### src/rtl/riscv_mem_pkg.sv
// Shared definitions for the instruction-memory side of the core.
// Holds the loader FSM state encoding and the default memory geometry.
package riscv_mem_pkg;

  typedef enum logic [1:0] {
    StIdle  = 2'd0,
    StLoad  = 2'd1,
    StCheck = 2'd2,
    StDone  = 2'd3
  } loader_state_e;

  localparam int unsigned MemBytesDefault = 16;
  localparam logic [63:0] BaseAddrDefault = 64'h0;

endpackage

### src/rtl/loader_checksum.sv
// Running 8-bit checksum for the instruction memory loader.
// Accumulates data bytes mod 256 and reports whether a trailing check byte
// is the two's complement of the sum (i.e. sum + check == 0).
// Ports:
//   clk_i, reset_i : clock, synchronous active-high reset
//   clear_i        : zero the running sum (start of a new load)
//   accum_i        : add data_i to the running sum
//   data_i         : data byte to accumulate
//   check_i        : candidate check byte
//   match_o        : 1 when check_i closes the sum to zero
module loader_checksum (
  input  logic       clk_i,
  input  logic       reset_i,
  input  logic       clear_i,
  input  logic       accum_i,
  input  logic [7:0] data_i,
  input  logic [7:0] check_i,
  output logic       match_o
);

  logic [7:0] sum_q, sum_d;
  logic [7:0] total;

  always_comb begin
    sum_d = sum_q;
    if (clear_i) begin
      sum_d = 8'h00;
    end else if (accum_i) begin
      sum_d = sum_q + data_i;
    end
  end

  always_ff @(posedge clk_i) begin
    if (reset_i) begin
      sum_q <= 8'h00;
    end else begin
      sum_q <= sum_d;
    end
  end

  assign total   = sum_q + check_i;
  assign match_o = (total == 8'h00);

endmodule

### src/rtl/inst_mem_loader.sv
// Instruction memory loader: takes a valid/ready byte stream and writes it
// little-endian into the byte-addressed instruction memory from BASE_ADDR.
// Holds the core in reset (cpu_hold) while loading and pulses load_done at
// the end of every load, successful or not.
// Optional feature: define INST_MEM_LOADER_CHECKSUM_EN to require a trailing
// check byte equal to the two's complement of the 8-bit data sum.
// Ports:
//   clk, reset          : clock, synchronous active-high reset
//   load_start/load_len : start request and byte count (sampled in idle)
//   in_valid/in_data    : stream byte in; in_ready accepts it
//   mem_we/addr/wdata   : registered byte write to instruction memory
//   cpu_hold            : 1 while bytes are being accepted
//   busy                : 1 whenever the loader is not idle
//   load_done           : one-cycle end-of-load pulse
//   load_err            : sticky error, cleared by the next accepted start
module inst_mem_loader
  import riscv_mem_pkg::*;
#(
  parameter int unsigned       MEM_BYTES = MemBytesDefault,
  parameter int unsigned       ADDR_W    = 64,
  parameter logic [ADDR_W-1:0] BASE_ADDR = ADDR_W'(BaseAddrDefault)
) (
  input  logic              clk,
  input  logic              reset,
  input  logic              load_start,
  input  logic [15:0]       load_len,
  input  logic              in_valid,
  input  logic [7:0]        in_data,
  output logic              in_ready,
  output logic              mem_we,
  output logic [ADDR_W-1:0] mem_addr,
  output logic [7:0]        mem_wdata,
  output logic              cpu_hold,
  output logic              busy,
  output logic              load_done,
  output logic              load_err
);

  loader_state_e     state_q, state_d;
  logic [15:0]       len_q, len_d;
  logic [15:0]       cnt_q, cnt_d;
  logic              err_q, err_d;
  logic              we_q, we_d;
  logic [ADDR_W-1:0] addr_q, addr_d;
  logic [7:0]        wdata_q, wdata_d;
  logic              done_q;

  logic handshake;
  logic last_byte;
  logic sum_clear;
  logic sum_accum;
  logic sum_match;

  assign in_ready  = (state_q == StLoad) || (state_q == StCheck);
  assign handshake = in_valid && in_ready;
  assign last_byte = (cnt_q == len_q - 16'd1);

`ifdef INST_MEM_LOADER_CHECKSUM_EN
  loader_checksum u_checksum (
    .clk_i   (clk),
    .reset_i (reset),
    .clear_i (sum_clear),
    .accum_i (sum_accum),
    .data_i  (in_data),
    .check_i (in_data),
    .match_o (sum_match)
  );
`else
  logic unused_sum;
  assign sum_match  = 1'b1;
  assign unused_sum = sum_clear ^ sum_accum;
`endif

  always_comb begin
    state_d   = state_q;
    len_d     = len_q;
    cnt_d     = cnt_q;
    err_d     = err_q;
    we_d      = 1'b0;
    addr_d    = addr_q;
    wdata_d   = wdata_q;
    sum_clear = 1'b0;
    sum_accum = 1'b0;

    unique case (state_q)
      StIdle: begin
        if (load_start) begin
          err_d = 1'b0;
          if (32'(load_len) > MEM_BYTES) begin
            err_d   = 1'b1;
            state_d = StDone;
          end else if (load_len == 16'd0) begin
            state_d = StDone;
          end else begin
            len_d     = load_len;
            cnt_d     = 16'd0;
            sum_clear = 1'b1;
            state_d   = StLoad;
          end
        end
      end
      StLoad: begin
        if (handshake) begin
          we_d      = 1'b1;
          addr_d    = BASE_ADDR + ADDR_W'(cnt_q);
          wdata_d   = in_data;
          cnt_d     = cnt_q + 16'd1;
          sum_accum = 1'b1;
          if (last_byte) begin
`ifdef INST_MEM_LOADER_CHECKSUM_EN
            state_d = StCheck;
`else
            state_d = StDone;
`endif
          end
        end
      end
      StCheck: begin
        // Check byte is consumed but never written to memory.
        if (handshake) begin
          if (!sum_match) begin
            err_d = 1'b1;
          end
          state_d = StDone;
        end
      end
      StDone: begin
        state_d = StIdle;
      end
      default: begin
        state_d = StIdle;
      end
    endcase
  end

  always_ff @(posedge clk) begin
    if (reset) begin
      state_q <= StIdle;
      len_q   <= 16'd0;
      cnt_q   <= 16'd0;
      err_q   <= 1'b0;
      we_q    <= 1'b0;
      addr_q  <= '0;
      wdata_q <= 8'h00;
      done_q  <= 1'b0;
    end else begin
      state_q <= state_d;
      len_q   <= len_d;
      cnt_q   <= cnt_d;
      err_q   <= err_d;
      we_q    <= we_d;
      addr_q  <= addr_d;
      wdata_q <= wdata_d;
      // Registered so the pulse lands two cycles after the final handshake.
      done_q  <= (state_q == StDone);
    end
  end

  assign mem_we    = we_q;
  assign mem_addr  = addr_q;
  assign mem_wdata = wdata_q;
  assign cpu_hold  = in_ready;
  assign busy      = (state_q != StIdle);
  assign load_done = done_q;
  assign load_err  = err_q;

endmodule

### config.mk
export PLATFORM = sky130hd
export DESIGN_NAME = inst_mem_loader
export DESIGN_NICKNAME = d
export VERILOG_FILES = /design/src/rtl/riscv_mem_pkg.sv /design/src/rtl/loader_checksum.sv /design/src/rtl/inst_mem_loader.sv
export SDC_FILE = /design/constraint.sdc
export NUM_CORES = 1
export LEC_CHECK = 0
export ABC_AREA = 1
export CORE_MARGIN = 2
export CORE_UTILIZATION = 49
export DETAILED_ROUTE_END_ITERATION = 10
export PLACE_DENSITY = 0.82
export SLEW_MARGIN = 20
export SYNTH_ARGS = -nofsm -noshare
export SYNTH_HDL_FRONTEND = slang
export SYNTH_SLANG_ARGS = --single-unit
### constraint.sdc
create_clock -name clk -period 1.9 [get_ports clk]
set_input_delay 0.19 -clock clk [delete_from_list [all_inputs] [get_ports clk]]
set_output_delay 0.19 -clock clk [all_outputs]
set_load 0.005 [all_outputs]
== After elaboration in Yosys (flattened, before gate mapping) ==
Cells that the tools add are included.

* Add/subtract/negate cells: 2
* Magnitude comparators: 1
* Equality and inequality tests: 10
* Muxes and demuxes: 14
* Bitwise gates (word level): 3
* Reductions and logical operators: 12

{| class="wikitable"
|+ Operators by type and width
! kind !! number
|-
| $mux W16 || 4
|-
| $pmux W16 S2 || 1
|-
| $add A16 B1 Y16 const B || 1
|-
| $eq A16 B16 Y1 || 1
|-
| $gt A16 B5 Y1 const B || 1
|-
| $logic_not A16 Y1 || 1
|-
| $sub A16 B1 Y16 const B || 1
|-
| $mux W2 || 6
|-
| $ne A2 B2 Y1 const B || 6
|-
| $pmux W2 S4 || 1
|-
| $reduce_and A4 Y1 || 2
|-
| $reduce_and A5 Y1 || 1
|-
| $eq A2 B2 Y1 const B || 2
|-
| $reduce_and A2 Y1 || 2
|-
| $reduce_bool A2 Y1 || 2
|-
| $not A1 Y1 || 3
|-
| $eq A2 B1 Y1 const B || 1
|-
| $logic_not A2 Y1 || 1
|-
| $mux W1 || 2
|-
| $reduce_or A2 Y1 || 1
|-
| $logic_and A1 B1 Y1 || 1
|-
| $logic_or A1 B1 Y1 || 1
|}

* Register bits: 61

== Depth between registers and ports, before layout ==
* Word-level depth: 5
* Mapped depth: 15
* Gate-level depth less buffers: 15

== Worst setup path after synthesis ==
No wires, ideal clock.

* Kind: reg2reg
* Start point: reg state_q[0]
* End point: reg state_q[0]
* Setup time: 0.115 ns
* Arrival: 1.626 ns
* Required time: 1.785 ns
* Slack: 0.159 ns
* Cell stages (with the launch flop): 14
* Clock period less this slack: 1.741 ns
* Cell sequence: dfxtp_1 > inv_1 > ha_1 > nand2_1 > nand2_1 > nand2_1 > inv_1 > nand3_1 > nor2_1 > nand3_1 > nor2_2 > nand4_2 > a21oi_1 > nor2_1

* Word-level cells in the longest chain between the ends: 5
* Elaborated cells between the ends (all ways): 12
* Classes of those cells: 7 x eq/ne; 1 x mux; 4 x reduce/logical

{| class="wikitable"
|+ RTL lines
! item !! RTL line !! RTL
|-
| from (decl) || inst_mem_loader.sv:39 || <nowiki>loader_state_e state_q, state_d;</nowiki>
|-
| from (signal assigned) || inst_mem_loader.sv:138 || <nowiki>state_q <= StIdle;</nowiki>
|-
| from (signal assigned) || inst_mem_loader.sv:147 || <nowiki>state_q <= state_d;</nowiki>
|-
| $eq A2 B1 Y1 / $eq A2 B2 Y1 (equally long branches) || inst_mem_loader.sv:54 || <nowiki>assign in_ready = (state_q == StLoad) || (state_q == StCheck);</nowiki>
|-
| $logic_or A1 B1 Y1 * || inst_mem_loader.sv:54 ||
|-
| named net cpu_hold || inst_mem_loader.sv:33 || <nowiki>output logic cpu_hold,</nowiki>
|-
| $logic_and A1 B1 Y1 * || inst_mem_loader.sv:55 || <nowiki>assign handshake = in_valid && in_ready;</nowiki>
|-
| $ne A2 B2 Y1 (no line) || n/a ||
|-
| $reduce_and A4 Y1 (no line) * || n/a ||
|}

The timed path passes the listed nets; every way through them passes the cells marked *.
A chain may end at the register's enable or synchronous reset.

== Final worst setup path ==
* Start point: reg len_q[6]
* End point: reg state_q[1]

* Word-level cells in the longest chain between the ends: 4

{| class="wikitable"
|+ RTL lines
! item !! RTL line !! RTL
|-
| from (decl) || inst_mem_loader.sv:40 || <nowiki>logic [15:0] len_q, len_d;</nowiki>
|-
| from (signal assigned) || inst_mem_loader.sv:148 || <nowiki>len_q <= len_d;</nowiki>
|-
| $sub A16 B1 Y16 || inst_mem_loader.sv:56 || <nowiki>assign last_byte = (cnt_q == len_q - 16'd1);</nowiki>
|-
| $eq A16 B16 Y1 || inst_mem_loader.sv:56 ||
|-
| $ne A2 B2 Y1 (no line) || n/a ||
|-
| $reduce_and A4 Y1 (no line) || n/a ||
|}

No other way between the ends.

==> summary.txt <==
status: completed
async set-or-reset flop fraction in the synthesized netlist: 0%
Static Leak: 2.05 nW
Synth-to-Final Area Change: 22.5%
post-synthesis sequential area ratio: 32.4%
CTS Buf Count: 9
post-route setup TNS: 0 ns
die footprint: 8400 um2
drt via density: 4.99
area of the core: 7330 um2
max_cap viols: 0
most common cell after layout, fill and taps aside: nand2_1
Final Power: 0.00421 W
Worst-path clk slew: 0.07 ns
post-synthesis mux area share: 0%
simple-gate share of the synthesized area: 31.3%
combinational family with the most area after synthesis: simple AND/OR/NAND/NOR gates
fin crit period: 1.83 ns
CTS root buf: clkbuf_8
Synth Area in Adders: 2.33%
via count: 3552
CP Capture Type: flop
critical path fanouts, max: 6
DIE HEIGHT: 91.7 um
synth warn: 0
DP HPWL: 6410 um
share of layout cells above drive strength 1: 11.4%
vias in the first global route: 3160
nets@finish: 643
pre-CTS WS: 0.00180 ns
Worst Skew: 0.00700 ns
GR Util All Layers: 20.7%
first-pass GRT wire length: 14300 um
Fillers: 596
#FFs+latches synth: 61
Initial DRT Pass Iterations: 5
Post-Synthesis Cell Area: 3770 um2
ys flop type: dfxtp_1
Final Max Slew Viols: 0
Post-synth EDFFs: 0
commonest cells after routing, fill and taps aside: nand2_1, nor2_1, inv_1
Worst EP arrival: 2.07 ns
drc violations: 0
PwrDens: 913 nW/um2
Avg Cell Area, Syn: 6.91 um2
Tcrit/Tclk final: 96.3%
Compound-Gate Fraction of Synth Area: 9.57%
ANT nets after route: 0
final hold violation count: 0
row cnt: 31
largest net degree at the start of global routing: 33
worst skew pair latency: 0.35 ns
DR WL/cell: 12.1 um
Area after DPL: 4320 um2
Achievable Freq: 546 MHz
clock sink count: 61
drt initial violations: 273
Post-Synth XOR/XNOR Area: 5.35%
CTS Buffer Depth: 2
final setup violation count: 0
initial antenna violation count: 0
gr ovfl total: 0
Ant. Diodes: 0
I/O Buffers: 57
io pins: 106
post-synth cell types: 39
PnR worst setup slack: 0.0697 ns
startpoint types: flop
GPL Wtd Cong: 0.908
H-tree lvl count: 3
crit path kind: reg2reg
RSZ-0062 raised after global routing: true
clock tree from TritonCTS: built
Initial Util: 51.4%
post-synthesis cell count: 545
final wirelength: 8620 um
Final Instance Area: 4610 um2
Finished Core Util: 62.9%
VDD IR max: 1.17 mV
Die Span X: 91.7 um
Worst EP required: 2.14 ns
HP Class: in2reg
## where the power goes
part	total [W]	internal (W)	switching, W
logic	0.00138	0.000676	0.000706
registers	0.00150	0.00142	0.0000757
clock network	0.00133	0.000745	0.000583
total	0.00421	0.00284	0.00137
## synthesized netlist by cell type, types with 3 or more instances
master    count  share of area (%)
nand2_1      90                9.0
dfxtp_1      61                 32
inv_1        61                6.1
clkbuf_1     11                1.1
ha_1          7                2.3
nand4_1       9                1.5
nand3b_1      3               0.60
nand2_2       3               0.50
buf_2         4               0.53
nor3_1        4               0.53
nor2_2        7                1.2
nor2_1       69                6.9
nand3_1      50                6.6
nor4_1        5               0.83
xnor2_1       5                1.2
o21ai_0      25                3.3
a211oi_1      4               0.80
buf_4        50                 10
a21oi_1      32                4.3
xor2_1       18                4.2
## metrics by stage
step,std cells,hold slack [ns]
after floorplan,592,0.268
after global placement,696,0.458
after detailed placement,696,0.458
after CTS,712,0.426
after global routing,712,0.467
final,712,0.427
## critical path: stages (launching register included)
cell	delay, ns
dfxtp_1	0.36
nor2_1	0.24
nand2_2	0.10
nor2_4	0.19
nand3_1	0.09
nand2_1	0.11
nand3_1	0.09
nor2_2	0.15
nand4_4	0.12
a21oi_2	0.18
nor2_1	0.07
## final cells by class
class / count / area (um2) / area share [%]
multi-input cells: 397 / 2070 / 44.9
flip-flops and latches: 61 / 1230 / 26.6
repair buffers: 75 / 731 / 15.8
inverters: 64 / 240 / 5.21
clock buffers: 9 / 124 / 2.69
well taps: 99 / 124 / 2.69
clock inverters: 7 / 97.6 / 2.12
## logic make-up after synthesis
family	count (synthesis)
AND/OR/NAND/NOR	253
buffers and inverters	134
AO/OA/AOI/OAI	66
flip-flops	61
XOR/XNOR	23
adder cells (fa/ha/maj)	7
other	1
## worst paths after layout
kind / startpoint / endpoint / cells after the start / slack [ns]
setup reg to reg: len_q[6]$_SDFFE_PP0P_ / state_q[1]$_SDFFE_PP0P_ / 10 / 0.07
setup / recovery: len_q[6]$_SDFFE_PP0P_ / state_q[1]$_SDFFE_PP0P_ / 10 / 0.07
hold / removal: load_len[4] / len_q[4]$_SDFFE_PP0P_ / 3 / 0.43
hold reg to reg: len_q[15]$_SDFFE_PP0P_ / len_q[15]$_SDFFE_PP0P_ / 2 / 0.47
## per-layer routing
| layer | routed length [um] | share of wire [%] | track usage, % | vias up |
|---|---|---|---|---|
| met3 | 700 | 8.1 | 5.34 | 20 |
| met2 | 3980 | 46 | 33.6 | 173 |
| met5 | 0 | 0 | 0 | - |
| li1 | - | - | - | 1767 |
| met1 | 3750 | 44 | 26.4 | 1592 |
| met4 | 188 | 2.2 | 7.70 | 0 |
## flip-flops by register name, indices dropped and copies added, names as in the netlist
| signal | flops |
|---|---|
| cnt_q | 16 |
| len_q | 16 |
| load_done | 1 |
| load_err | 1 |
| mem_addr | 16 |
| mem_wdata | 8 |
| mem_we | 1 |
| state_q | 2 |
## repair_timing
action,4_1_cts,5_1_grt
endpoints found under the hold margin,0,0
hold buffers,0,0
setup buffers,0,0
endpoints found under the setup margin,0,6
resized for setup,0,17
(Power assumes the default switching activity.)
